<file path="config.mk">
export PLATFORM = sky130hd
export DESIGN_NAME = store_buffer
export DESIGN_NICKNAME = d
export VERILOG_FILES = /design/src/rtl/store_buffer.sv
export SDC_FILE = /design/constraint.sdc
export NUM_CORES = 1
export LEC_CHECK = 0
export ABC_CLOCK_PERIOD_IN_PS = 7300
export CAP_MARGIN = 40
export CORE_MARGIN = 2
export CORE_UTILIZATION = 35
export CTS_CLUSTER_DIAMETER = 50
export CTS_CLUSTER_SIZE = 14
export DETAILED_ROUTE_END_ITERATION = 8
export GPL_TIMING_DRIVEN = 1
export MAX_ROUTING_LAYER = met4
export PLACE_DENSITY = 0.51
export SLEW_MARGIN = 20
export SYNTH_ARGS = -nofsm -noshare
export SYNTH_HDL_FRONTEND = slang
export SYNTH_SLANG_ARGS = --single-unit
</file>
<file path="constraint.sdc">
create_clock -name clk -period 7.3 [get_ports clk]
set_input_delay 1.46 -clock clk [delete_from_list [all_inputs] [get_ports clk]]
set_output_delay 1.46 -clock clk [all_outputs]
set_load 0.01 [all_outputs]
</file>
<file path="src/rtl/store_buffer.sv">
`default_nettype none
// ============================================================================
// Module      : store_buffer
// Description : Formats sb/sw stores into the 4-lane cache byte layout and
//               drains them to the data cache through a DEPTH-entry FIFO.
//               `define STORE_BUF_ADDR_CHECK_EN for per-entry load alias checks.
// Revision    : 1.0 - initial release
// ============================================================================
module store_buffer #(
    parameter int DEPTH  = 4,
    parameter int ADDR_W = 32
) (
    input  logic              clk,
    input  logic              reset,
    input  logic              st_valid,
    output logic              st_ready,
    input  logic [ADDR_W-1:0] st_addr,
    input  logic [31:0]       st_data,
    input  logic              st_is_word,
    output logic              st_misaligned,
    output logic              mem_wr_en,
    output logic [ADDR_W-1:0] mem_addr,
    output logic [7:0]        mem_wr_data [0:3],
    output logic [3:0]        mem_byte_en,
    input  logic              mem_ack,
    input  logic [ADDR_W-1:0] ld_check_addr,
    output logic              load_conflict,
    input  logic              halted_in,
    output logic              last_stage_halted
);

    localparam int c_PTR_W   = $clog2(DEPTH);
    localparam int c_CNT_W   = c_PTR_W + 1;
    localparam int c_WADDR_W = ADDR_W - 2;
    localparam logic [c_CNT_W-1:0] c_FULL = c_CNT_W'(DEPTH);
    localparam logic [c_CNT_W-1:0] c_ONE  = c_CNT_W'(1);

    typedef enum logic [0:0] {
        S_IDLE = 1'b0,
        S_BUSY = 1'b1
    } state_t;

    // Entry storage: word address, packed lanes {lane3,lane2,lane1,lane0}, byte enables
    logic [c_WADDR_W-1:0] r_ent_addr [0:DEPTH-1];
    logic [31:0]          r_ent_data [0:DEPTH-1];
    logic [3:0]           r_ent_be   [0:DEPTH-1];

    logic [c_PTR_W-1:0]   r_wr_ptr;
    logic [c_PTR_W-1:0]   r_rd_ptr;
    logic [c_CNT_W-1:0]   r_count;

    state_t               r_state;
    logic                 r_mem_wr_en;
    logic [c_WADDR_W-1:0] r_mem_addr;
    logic [31:0]          r_mem_data;
    logic [3:0]           r_mem_be;

    logic                 r_misaligned;
    logic                 r_halted;
    logic                 r_last_halted;

    logic                 w_is_misaligned;
    logic                 w_accept;
    logic                 w_push;
    logic                 w_pop;
    logic [1:0]           w_sb_lane;
    logic [31:0]          w_fmt_data;
    logic [3:0]           w_fmt_be;
    logic [c_WADDR_W-1:0] w_fmt_addr;
    logic [c_PTR_W-1:0]   w_rd_ptr_nxt;
    logic [c_CNT_W-1:0]   w_count_next;

    assign st_ready        = (r_count != c_FULL);
    assign w_is_misaligned = st_is_word && (st_addr[1:0] != 2'b00);
    assign w_accept        = st_valid && st_ready && !r_halted;
    assign w_push          = w_accept && !w_is_misaligned;
    assign w_pop           = (r_state == S_BUSY) && mem_ack;
    assign w_rd_ptr_nxt    = r_rd_ptr + 1'b1;

    // Byte offset b lands in lane 3-b, which is simply the inverted offset
    assign w_sb_lane  = ~st_addr[1:0];
    assign w_fmt_data = st_is_word ? st_data
                                   : ({24'h0, st_data[7:0]} << {w_sb_lane, 3'b000});
    assign w_fmt_be   = st_is_word ? 4'b1111 : (4'b0001 << w_sb_lane);
    assign w_fmt_addr = st_addr[ADDR_W-1:2];

    always_comb begin
        w_count_next = r_count;
        case ({w_push, w_pop})
            2'b10:   w_count_next = r_count + c_ONE;
            2'b01:   w_count_next = r_count - c_ONE;
            default: w_count_next = r_count;
        endcase
    end

    always_ff @(posedge clk) begin
        if (w_push) begin
            r_ent_addr[r_wr_ptr] <= w_fmt_addr;
            r_ent_data[r_wr_ptr] <= w_fmt_data;
            r_ent_be[r_wr_ptr]   <= w_fmt_be;
        end
    end

    always_ff @(posedge clk) begin
        if (reset) begin
            r_wr_ptr <= '0;
            r_rd_ptr <= '0;
            r_count  <= '0;
        end else begin
            if (w_push) begin
                r_wr_ptr <= r_wr_ptr + 1'b1;
            end
            if (w_pop) begin
                r_rd_ptr <= w_rd_ptr_nxt;
            end
            r_count <= w_count_next;
        end
    end

    // Write FSM; an empty IDLE buffer forwards the incoming store so the
    // cache request appears the cycle after the push.
    always_ff @(posedge clk) begin
        if (reset) begin
            r_state     <= S_IDLE;
            r_mem_wr_en <= 1'b0;
            r_mem_addr  <= '0;
            r_mem_data  <= '0;
            r_mem_be    <= '0;
        end else begin
            case (r_state)
                S_IDLE: begin
                    if (r_count != '0) begin
                        r_state     <= S_BUSY;
                        r_mem_wr_en <= 1'b1;
                        r_mem_addr  <= r_ent_addr[r_rd_ptr];
                        r_mem_data  <= r_ent_data[r_rd_ptr];
                        r_mem_be    <= r_ent_be[r_rd_ptr];
                    end else if (w_push) begin
                        r_state     <= S_BUSY;
                        r_mem_wr_en <= 1'b1;
                        r_mem_addr  <= w_fmt_addr;
                        r_mem_data  <= w_fmt_data;
                        r_mem_be    <= w_fmt_be;
                    end
                end
                S_BUSY: begin
                    if (mem_ack) begin
                        if (r_count > c_ONE) begin
                            r_mem_addr <= r_ent_addr[w_rd_ptr_nxt];
                            r_mem_data <= r_ent_data[w_rd_ptr_nxt];
                            r_mem_be   <= r_ent_be[w_rd_ptr_nxt];
                        end else begin
                            r_state     <= S_IDLE;
                            r_mem_wr_en <= 1'b0;
                        end
                    end
                end
                default: begin
                    r_state     <= S_IDLE;
                    r_mem_wr_en <= 1'b0;
                end
            endcase
        end
    end

    always_ff @(posedge clk) begin
        if (reset) begin
            r_misaligned  <= 1'b0;
            r_halted      <= 1'b0;
            r_last_halted <= 1'b0;
        end else begin
            r_misaligned  <= w_accept && w_is_misaligned;
            r_halted      <= r_halted | halted_in;
            r_last_halted <= r_last_halted |
                             ((r_halted | halted_in) && (w_count_next == '0));
        end
    end

    assign st_misaligned     = r_misaligned;
    assign last_stage_halted = r_last_halted;
    assign mem_wr_en         = r_mem_wr_en;
    assign mem_addr          = {r_mem_addr, 2'b00};
    assign mem_byte_en       = r_mem_be;

    generate
        for (genvar gl = 0; gl < 4; gl++) begin : g_lane
            assign mem_wr_data[gl] = r_mem_data[8*gl +: 8];
        end
    endgenerate

`ifdef STORE_BUF_ADDR_CHECK_EN
    logic [DEPTH-1:0] w_hit;

    // An entry is live when its distance from the read pointer is below count
    generate
        for (genvar gi = 0; gi < DEPTH; gi++) begin : g_addr_cmp
            logic [c_PTR_W-1:0] w_age;
            assign w_age     = c_PTR_W'(gi) - r_rd_ptr;
            assign w_hit[gi] = ({1'b0, w_age} < r_count) &&
                               (r_ent_addr[gi] == ld_check_addr[ADDR_W-1:2]);
        end
    endgenerate

    assign load_conflict = |w_hit;
`else
    logic w_unused_ld_addr;
    assign w_unused_ld_addr = ^ld_check_addr;
    assign load_conflict    = (r_count != '0);
`endif

endmodule
`default_nettype wire

</file>
# --- Word level (Yosys, flattened, before mapping) ---
# Memories as Yosys holds them, arrays and structs flattened. A register that Yosys moved wholly into a read port is not among the register bits.
# Cells that the tools add are included.
word_totals:
  register_bits: 78
  ramBits: 264
  in_bits: 102
  out_inout_bits: 73
  elab_cells: 81
  memories: 3
classes:
  add_sub_neg: 4
  order_cmp: 1
  n_eq_ne: 7
  n_shift: 2
  muxes: 35
  bitwise: 4
  reduce_logical: 14
mem_list:
  columns: ["name", "words", "width", "read_ports", "rd_clocked_by_memory_dff", "wr", "line", "text"]
  rows:
  - ["r_ent_data", 4, 32, 2, 1, 1, "45", "logic [31:0] r_ent_data [0:DEPTH-1];"]
  - ["r_ent_addr", 4, 30, 2, 1, 1, "44", "logic [c_WADDR_W-1:0] r_ent_addr [0:DEPTH-1];"]
  - ["r_ent_be", 4, 4, 2, 1, 1, "46", "logic [3:0] r_ent_be [0:DEPTH-1];"]
op_table:
  columns: ["cell", "n"]
  rows:
  - ["32-bit 2-to-1 mux", 5]
  - ["30-bit 2-to-1 mux", 4]
  - ["32-bit one-hot mux with 2 select lines", 1]
  - ["30-bit one-hot mux with 2 select lines", 1]
  - ["8-bit by 5-bit << shifter with 32-bit output", 1]
  - ["4-bit 2-to-1 mux", 5]
  - ["2-bit 2-to-1 mux", 6]
  - ["1-bit 2-to-1 mux", 9]
  - ["4-bit one-hot mux with 2 select lines", 1]
  - ["1-bit logical AND", 7]
  - ["3-bit != test (second input constant)", 2]
  - ["3-bit one-hot mux with 2 select lines", 1]
  - ["3-bit AND reduction", 2]
  - ["2-bit by 1-bit adder with 2-bit output (second input constant)", 2]
  - ["2-bit != test (second input constant)", 2]
  - ["1-bit one-hot mux with 2 select lines", 2]
  - ["1-bit by 2-bit << shifter with 4-bit output (first input constant)", 1]
  - ["3-bit by 1-bit adder with 3-bit output (second input constant)", 1]
  - ["3-bit by 1-bit greater-than comparator with 1-bit output (second input constant)", 1]
  - ["3-bit zero test", 1]
  - ["3-bit nonzero test", 1]
  - ["3-bit by 1-bit subtractor with 3-bit output (second input constant)", 1]
  - ["2-bit by 1-bit equality test with 1-bit output (second input constant)", 1]
  - ["2-bit equality test (second input constant)", 1]
  - ["other kinds (6)", 8]

# --- Longest topological paths before layout ---
# Gate-level depths: netlist of run 1.
logic_depth:
  depth_word: 9
  ltp_mapped: 10
  mapped_depth_nobuf: 10

# --- Worst setup path after synthesis of run 1 ---
# OpenSTA, ideal clock, no wires.
synth_path:
  kind: "input to register"
  from: "input st_addr[1]"
  to: "memory r_ent_addr[0][0] in the netlist's numbering (enable)"
  setup_ns: 0.431
  t_arrival_ns: 3.671
  t_required_ns: 6.869
  slack_ns: 3.198
  cell_stages: 4
  path_cell_list: "o21ai_0 -> nand3_1 -> clkinv_1 -> and2_1"
synth_via:
  elab_chain_len: 6
synth_lines:
  columns: ["element", "line", "text"]
  rows:
  - ["start, declared", "17", "input logic [ADDR_W-1:0] st_addr,"]
  - ["2-bit nonzero test", "74", "assign w_is_misaligned = st_is_word && (st_addr[1:0] != 2'b00);"]
  - ["1-bit logical AND", "74", null]
  - ["1-bit zero test", "76", "assign w_push = w_accept && !w_is_misaligned;"]
  - ["1-bit logical AND", "76", null]
  - ["named net w_push", "64", "logic w_push;"]
  - ["1-bit 2-to-1 mux", "97", "if (w_push) begin"]
  - ["1-bit 2-to-1 mux (implied by the code)", "98", "r_ent_addr[r_wr_ptr] <= w_fmt_addr;"]
  - ["end, declared", "44", null]
# The timed path passes the listed nets, and every way through them passes these cells.

# --- Worst setup path after layout of run 1 ---
layout_path:
  from: "input st_addr[0]"
  to: "memory r_ent_addr[3][11] in the netlist's numbering (enable)"
# The elaborated chain is that of the path after synthesis.

==> results of run 1 <==
[layer usage]
metal,up-vias,share of wire [%],global-route usage [%],wire [um]
met5,-,0,-,0
met4,0,2.2,6.35,970
met3,60,5.4,3.31,2330
met2,278,49,31.4,21300
met1,5097,43,24.2,18900
li1,4336,-,-,-
[state kept, by name, summed over array words and instances (netlist names), named ones only]
name,cells
r_halted,1
mem_wr_en,1
r_rd_ptr,2
mem_byte_en,4
last_stage_halted,1
st_misaligned,1
r_wr_ptr,2
r_mem_data,32
r_ent_be,16
r_state,1
r_ent_addr,120
r_mem_addr,30
r_count,3
r_ent_data,128
[metrics by stage]
| step | setup slack (ns) | instance area [sq um] | total power, uW | util [%] | cells |
|---|---|---|---|---|---|
| after floorplan | 3.20 | 15900 | 2770 | - | 992 |
| after global placement | 2.59 | 17700 | 3090 | 39.2 | 1661 |
| after detailed placement | 2.60 | 17900 | 3110 | 39.7 | 1675 |
| after CTS | 3.19 | 19300 | 5260 | 42.9 | 1752 |
| after global routing | 3.12 | 19400 | 5400 | 43.0 | 1756 |
| final | 3.32 | 19400 | 5190 | 43.0 | 1756 |
[cell families (layout without fill, tap and decap cells)]
kind of cell / count (synthesis) / after routing
AND/OR/NAND/NOR: 156 / 156
XOR/XNOR: 3 / 3
AO/OA/AOI/OAI: 213 / 213
adder cells (fa/ha/maj): 11 / 11
buffers and inverters: 95 / 258
multiplexers: 168 / 168
other: 1 / 3
flip-flops: 344 / 344
[area by class of cell]
class / count / area share [%]
timing repair buffer: 173 / 9.50
inverter: 8 / 0.155
sequential: 344 / 49.2
multi-input combinational: 553 / 29.9
clock inverter: 32 / 1.79
antenna: 1 / 0.0129
tap: 600 / 3.87
clock buffer: 45 / 5.53
[placed cells by master, fill, tap and decap left out, drive strengths merged, types with 24 or more instances in the layout]
master / Yosys / layout
edfxtp: 264 / 264
clkdlybuf4s50: 1 / 140
mux4: 98 / 98
dfxtp: 80 / 80
mux2i: 69 / 69
a32o: 58 / 58
nand2b: 52 / 52
clkbuf: 36 / 45
a21oi: 39 / 39
and2: 36 / 36
o221ai: 34 / 34
buf: 50 / 33
a22o: 32 / 32
a211o: 24 / 24
[worst min-delay path by stage]
stage,start,to,slack (ns),depth (start not counted)
floorplan,r_halted,r_halted,0.46,2
global placement,mem_byte_en[0],mem_byte_en[0],0.45,1
detailed placement,mem_byte_en[0],mem_byte_en[0],0.46,1
CTS,r_mem_data[1],r_mem_data[1],0.47,1
global route,r_mem_data[1],r_mem_data[1],0.48,1
finish,r_mem_data[1],r_mem_data[1],0.46,1
[where the power goes]
group / total (uW) / internal [uW] / switching, uW
combinational: 773 / 390 / 384
clock: 2120 / 1240 / 885
sequential: 2290 / 2220 / 77.9
==> results.toml, run 1 <==
[synthesis]
netlist_top_cells_count = "264 x edfxtp_1, 88 x mux4_2, 80 x dfxtp_1"
ys_warn_count = 0
synth-async-reset-ratio_pct = 0
synth_adder_area_share_pct = 0.865
synth_edf_count = 264
yosysSeqAreaShare_pct = 59.9
synth_compound_area_share_pct = 11.0
synth_area_leader_cell = "edfxtp_1"
synth_area_sq_um = 15900
synth.most_common_cell = "edfxtp_1"
yosys-mux-area-fraction_pct = 18.5
synth_cell_types = 53
synth_seq_cells = 344
synth_xor_area_share_pct = 0.165
synth.avg_cell_area_sq_um = 16.1
synth_top_family_by_area = "multiplexers"
synth-simple-area-share_pct = 5.75
syn_inst = 991
synth_area_leaders = "edfxtp_1 50%, mux4_2 12%, dfxtp_1 10%"
ys.flop_type = "edfxtp_1"
yosys.area.top_type_share_pct = 49.8

[pwr]
powerDensity_nw_per_um2 = 267
ir_worst_vdd_mv = 0.169
p_leak_uw = 0.00615

[layout]
drive_above_1_share_pct = 20.2
fillers = 4090
multi_input_area_sq_um = 5810
seq_area_sq_um = 9550
area_delta_synth_final_pct = 21.9
finish.net_count = 1235

[worst_setup_path]
cp-start-kind = "input pin"
r2r-start = "r_count[0]"
worstSetupPathType = "in2reg"
rr_endpoint = "r_mem_data[7]"
timing.reg2reg.setup_slack_ns = 4.37
r2r.worst_path.cells = 10
required_ns = 7.50
cp-endpoint = "r_ent_addr[3][11]"
critPathMaxStageDelay_ns = 0.67
crit_cells = 6
cp_cell_sequence = "clkdlybuf4s50_1 -> o21ai_0 -> nand3_1 -> clkinv_1 -> and2_4 -> buf_4"
crit_path_max_fanout = 40
cp_top_family = "buffers and inverters"
cp-end-kind = "register"
startpoint = "st_addr[0]"
arrival_ns = 4.18
cp.buffers_inverters = 3
slowest_stage = "and2_4"

[grt]
grt_pass1_vias = 10400
grtUsageTotal_pct = 19.2
antenna_found_initial = 1
grt_max_degree = 55
overflow = 0
grt_pass1_wl_mm = 65.5

[sta]
finalHoldViolCount = 0
relSlewSlack_pct = 49.0
min_period_over_period_pct = 54.5
finClkSkew_ns = 0.0216
fin_tns_setup_ns = 0
post-route-min-period_ns = 3.98
grt_setup_unrepaired = "false"
fmax_ghz = 0.251
report.final.slew_viol_count = 0
whs_ns = 0.462
worst_pin_slew_ns = 0.765
setup_viol = 0

[floorplanning]
ioPinCount = 175
core_sq_um = 45100
die-area_sq_um = 47200
die_x_um = 217
start_util_pct = 35.3
dieHeight_um = 217
rows = 78

[detailed_routing]
routed_wirelength_mm = 43.5
vias_per_cell = 5.56
wl_per_cell_um = 24.7
firstDrtPassIters = 5
antenna_left = 0
drc = 0
drt_iter0_drc = 621
detailroute.via_count = 9771

[clock_tree]
clock_path_buffers = 3
cts_hold_buf = 0
numCtsBuffers = 42
cts_tree = "yes"
cts.sinks = 344
cts_resized = 0
clk_latency_ns = 0.56
cts_setup_buffers = 0
clock-root-buffer = "clkbuf_16"
htreeDepth = 2
clkTransAtPathRegs_ns = 0.05

[hold_path]
holdCritPathClass = "reg2reg"

[place]
gp_congestion = 0.698
io_buffers = 140
dp_hpwl_mm = 25.2

[run_status]
outcome = "finished, final reports clean"

[run]
max_cap_violations = 0
Note: power is estimated with default switching activity, not from simulation.
==> run 2, diff against run 1 <==
- ABC_CLOCK_PERIOD_IN_PS: 7300 -> 3500
- PLACE_DENSITY: 0.51 -> 0.53
- clock period: 7.3 -> 3.5 ns (I/O delays scaled with it)
==> run 2 against run 1 <==
Die area did not move. Sequential power rose by 110%. Clock skew fell by 0.0091 ns. Non-clock buffer count rose by 3. Worst setup slack got worse by 2.8 ns. Cell area rose by 0.32%. Largest cell class unchanged. Highest routed layer unchanged.
==> results.toml, run 2 (synthesized netlist as in run 1, its figures left out) <==
[clock_tree]
cts.sinks = 344
cts_resized = 0
cts_hold_buf = 0
numCtsBuffers = 42
clock-root-buffer = "clkbuf_16"
cts_setup_buffers = 0
clock_path_buffers = 3
clkTransAtPathRegs_ns = 0.06
clk_latency_ns = 0.56
htreeDepth = 2
cts_tree = "yes"

[worst_setup_path]
arrival_ns = 2.31
critPathMaxStageDelay_ns = 0.61
slowest_stage = "clkdlybuf4s50_1"
crit_path_max_fanout = 13
cp-end-kind = "output pin"
cp_cell_sequence = "inv_1 -> ha_1 -> nor2b_4 -> inv_2 -> clkdlybuf4s50_1"
cp.buffers_inverters = 3
worstSetupPathType = "reg2out"
required_ns = 2.80
cp_top_family = "buffers and inverters"
cp-start-kind = "register"

[pwr]
pwr-share-clk_pct = 41.2
powerDensity_nw_per_um2 = 560
p_sw_share_pct = 25.9
internal_power_uw = 8080
p_leak_uw = 0.00618
netSwitchingPower_uw = 2820
seqPwrFrac_pct = 44.0
ir_worst_vdd_mv = 0.365
p_comb_share_pct = 14.8

[place]
gp_congestion = 0.726
dp_hpwl_mm = 24.5
preCtsSetupSlack_ns = 0.459
io_buffers = 140

[grt]
grtUsageTotal_pct = 19.1
grt_max_degree = 63
grt_pass1_wl_mm = 65.4
grt_pass1_vias = 10300
antenna_found_initial = 3
overflow = 0

[floorplanning]
core_sq_um = 45100
ioPinCount = 175
start_util_pct = 35.3
dieHeight_um = 217
rows = 78
die-area_sq_um = 47200
die_x_um = 217

[sta]
fmax_ghz = 0.333
grt_setup_unrepaired = "false"
relSlewSlack_pct = 50.6
finalHoldViolCount = 0
post-route-min-period_ns = 3.01
report.final.slew_viol_count = 0
min_period_over_period_pct = 85.9
setup_viol = 0
fin_tns_setup_ns = 0
finClkSkew_ns = 0.0125
worst_pin_slew_ns = 0.741
fin_ws_ns = 0.494

[layout]
reg.largest.list = "r_ent_data (128), r_ent_addr (120), r_mem_data (32)"
final_cell_mix = "264 x edfxtp_1, 140 x clkdlybuf4s50_1, 88 x mux4_2"
seq_area_sq_um = 9550
finish.net_count = 1238
fillers = 4085
drive_above_1_share_pct = 20.4
multi_input_area_sq_um = 5810
largest_reg_flops = 128
layout_commonest_cell = "edfxtp_1"
area_delta_synth_final_pct = 22.3
regMostFlops = "r_ent_data"

[detailed_routing]
wl_per_cell_um = 24.5
routed_wirelength_mm = 43.2
vias_per_cell = 5.55
antenna_left = 0
detailroute.via_count = 9778
drc = 0
firstDrtPassIters = 5
drt_iter0_drc = 640

[run]
max_cap_violations = 0

[hold_path]
holdCritPathClass = "reg2reg"

[run_status]
outcome = "finished, final reports clean"
run 2: changes by cell type in the layout (fill, tap and decap cells not counted), sizes merged:
cell / delta
diode: +2
clkbuf: +5
clkinv: -3
bufinv: -1
inv: +1
buf: +3
clkinvlp: -1
run 2: final cells by class:
| class | count | area share, % |
|---|---|---|
| Inverter | 8 | 0.154 |
| Clock buffer | 50 | 5.93 |
| Tap cell | 600 | 3.86 |
| Clock inverter | 28 | 1.54 |
| Timing Repair Buffer | 176 | 9.59 |
| Multi-Input combinational cell | 553 | 29.8 |
| Sequential cell | 344 | 49.0 |
| Antenna cell | 3 | 0.0386 |
run 2: path summary, 6_finish.rpt:
path / depth (start not counted) / end / slack, ns / start
max: 5 / load_conflict / 0.49 / r_count[0]
min: 1 / r_mem_data[1] / 0.47 / r_mem_data[1]
max reg2reg: 9 / last_stage_halted / 1.14 / r_count[0]
min reg2reg: 1 / r_mem_data[1] / 0.47 / r_mem_data[1]
run 2: per-stage QoR:
step / std cells / utilization, % / power, uW / instance area [sq um] / hold WS (ns)
after floorplan: 992 / - / 5780 / 15900 / 0.461
after global placement: 1679 / 39.8 / 6490 / 18000 / 0.452
after detailed placement: 1681 / 39.9 / 6510 / 18000 / 0.455
after CTS: 1759 / 43.1 / 11000 / 19500 / 0.470
after global routing: 1762 / 43.2 / 11300 / 19500 / 0.489
final: 1762 / 43.2 / 10900 / 19500 / 0.465
run 2: layer usage:
layer	track usage [%]	wire length (um)	vias up
met1	24.2	18600	5102
met2	31.4	21300	280
met4	4.22	733	0
li1	-	-	4342
met3	4.08	2630	54
met5	-	0	-
run 2: worst reg2reg max path, stage by stage, from the launching register on:
cell     delay (ns)
dfxtp_1        0.42
inv_1          0.09
ha_1           0.22
nand2_1        0.14
nand3_1        0.18
ha_1           0.41
or2_2          0.30
o221a_2        0.23
a41oi_1        0.20
nor2_1         0.05
run 2: power by group through the flow:
| stage | clock network, uW | registers (uW) | logic [uW] |
|---|---|---|---|
| 2_1_floorplan | 0 | 4860 | 922 |
| 3_3_place_gp | 0 | 4880 | 1620 |
| 3_5_place_dp | 0 | 4880 | 1630 |
| 4_1_cts | 4610 | 4790 | 1640 |
| 5_1_grt | 4770 | 4820 | 1740 |
| 6_report | 4490 | 4790 | 1610 |
==> run 3, diff against run 2 <==
- CAP_MARGIN: 40 -> 20
==> run 3 against run 2 <==
Die area stayed put. Combinational power about the same. Count of clock-buffer cells in the layout decreased by 4. Critical path depth is the same. Largest power group unchanged. Clock power decreased by 1%. Global-route usage is essentially flat. Flip-flop and latch count unchanged. Worst setup slack worse by 0.017 ns. Total power is 0.70% lower. Maximum frequency shrank 0.57%. Register-to-register slack got worse by 0.08 ns.
==> results.toml, run 3 (synthesized netlist as in run 1, its figures left out) <==
[clock_tree]
cts_setup_buffers = 0
clock_path_buffers = 3
cts_hold_buf = 0
cts_tree = "yes"
clkTransAtPathRegs_ns = 0.05
cts_resized = 0
numCtsBuffers = 42
clk_latency_ns = 0.57
clock-root-buffer = "clkbuf_16"
htreeDepth = 2
cts.sinks = 344

[place]
preCtsSetupSlack_ns = 0.440
dp_hpwl_mm = 24.2
gp_congestion = 0.726
io_buffers = 140
place_area_sq_um = 18000

[layout]
seq_area_sq_um = 9550
multi_input_area_sq_um = 5810
finish.net_count = 1236
fin_util_pct = 43.1
area_delta_synth_final_pct = 22.0
final_cell_mix = "264 x edfxtp_1, 140 x clkdlybuf4s50_1, 88 x mux4_2"
reg.largest.list = "r_ent_data (128), r_ent_addr (120), r_mem_data (32)"
fin_area_sq_um = 19400
regMostFlops = "r_ent_data"
drive_above_1_share_pct = 20.4
fillers = 4074
largest_reg_flops = 128
layout_commonest_cell = "edfxtp_1"

[worst_setup_path]
r2r.worst_path.cells = 7
crit_path_max_fanout = 13
arrival_ns = 2.32
cp-end-kind = "output pin"
rr_endpoint = "mem_byte_en[2]"
cp-start-kind = "register"
r2r-start = "r_count[0]"
timing.reg2reg.setup_slack_ns = 1.06
required_ns = 2.80
worstSetupPathType = "reg2out"

[sta]
worst_pin_slew_ns = 1.05
fmax_ghz = 0.331
min_period_over_period_pct = 86.4
fin_ws_ns = 0.477
grt_setup_unrepaired = "false"
finalHoldViolCount = 0
setup_viol = 0
whs_ns = 0.468
relSlewSlack_pct = 29.9
finClkSkew_ns = 0.0195
report.final.slew_viol_count = 0
fin_tns_setup_ns = 0
post-route-min-period_ns = 3.02

[pwr]
seqPwrFrac_pct = 44.3
p_leak_uw = 0.00615
internal_power_uw = 7980
netSwitchingPower_uw = 2840
powerDensity_nw_per_um2 = 558
p_comb_share_pct = 14.8
pwr-share-clk_pct = 40.9
p_sw_share_pct = 26.2
ir_worst_vdd_mv = 0.292

[floorplanning]
ioPinCount = 175
core_sq_um = 45100
rows = 78
start_util_pct = 35.3
die_x_um = 217
die-area_sq_um = 47200
dieHeight_um = 217

[grt]
antenna_found_initial = 3
grt_pass1_wl_mm = 65.1
grtUsageTotal_pct = 19.0
overflow = 0
grt_max_degree = 67
grt_pass1_vias = 10300

[detailed_routing]
routed_wirelength_mm = 43.3
drt_iter0_drc = 628
wl_per_cell_um = 24.6
vias_per_cell = 5.54
drc = 0
firstDrtPassIters = 5
detailroute.via_count = 9733
antenna_left = 0

[hold_path]
holdCritPathClass = "reg2reg"
hold-path-endpoint = "r_mem_data[1]"
hold_path_depth = 1
hold_start = "r_mem_data[1]"

[run_status]
outcome = "finished, final reports clean"

[run]
max_cap_violations = 0
run 3: changes by cell type in the layout (fill, tap and decap cells not counted), sizes merged:
cell	delta
clkinv	+7
clkbuf	-4
buf	-2
inv	-4
clkinvlp	-1
run 3: area by class of cell:
cell class	count	area share [%]
sequential	344	49.2
clock inverter	30	1.75
timing repair buffer	174	9.44
inverter	8	0.155
tap	600	3.87
multi-input combinational	553	29.9
clock buffer	46	5.65
antenna	3	0.0387
run 3: through the flow:
step / total power (uW) / cells
floorplan: 5780 / 992
global placement: 6490 / 1679
detailed placement: 6500 / 1679
CTS: 11000 / 1755
global route: 11300 / 1758
finish: 10800 / 1758
run 3: worst max path at each step:
stage	to	cells after the start	start	slack, ns
global placement	last_stage_halted	8	st_addr[1]	0.45
detailed placement	last_stage_halted	8	st_addr[1]	0.44
global route	load_conflict	5	r_count[0]	0.34
finish	load_conflict	5	r_count[0]	0.48
CTS	load_conflict	5	r_count[0]	0.42
floorplan	r_ent_addr[0][0]	4	st_addr[1]	0.16
run 3: critical path, cell delays in order, from the launching register on:
cell,delay [ns]
dfxtp_1,0.41
inv_1,0.09
ha_1,0.22
nor2b_4,0.13
inv_2,0.28
clkdlybuf4s50_1,0.63
run 3: power by group through the flow:
stage / registers [uW] / logic [uW] / clock network (uW)
after floorplan: 4860 / 922 / 0
after global placement: 4880 / 1620 / 0
after detailed placement: 4880 / 1620 / 0
after CTS: 4800 / 1630 / 4550
after global routing: 4820 / 1730 / 4710
final: 4790 / 1600 / 4430
run 3: metal layers:
metal  part of all wire (%)  vias up  track usage (%)
li1                       -     4331                -
met1                     43     5058             24.2
met2                     49      287             30.9
met3                    6.3       57             4.33
met4                    1.6        0             4.73
met5                      0        -                -
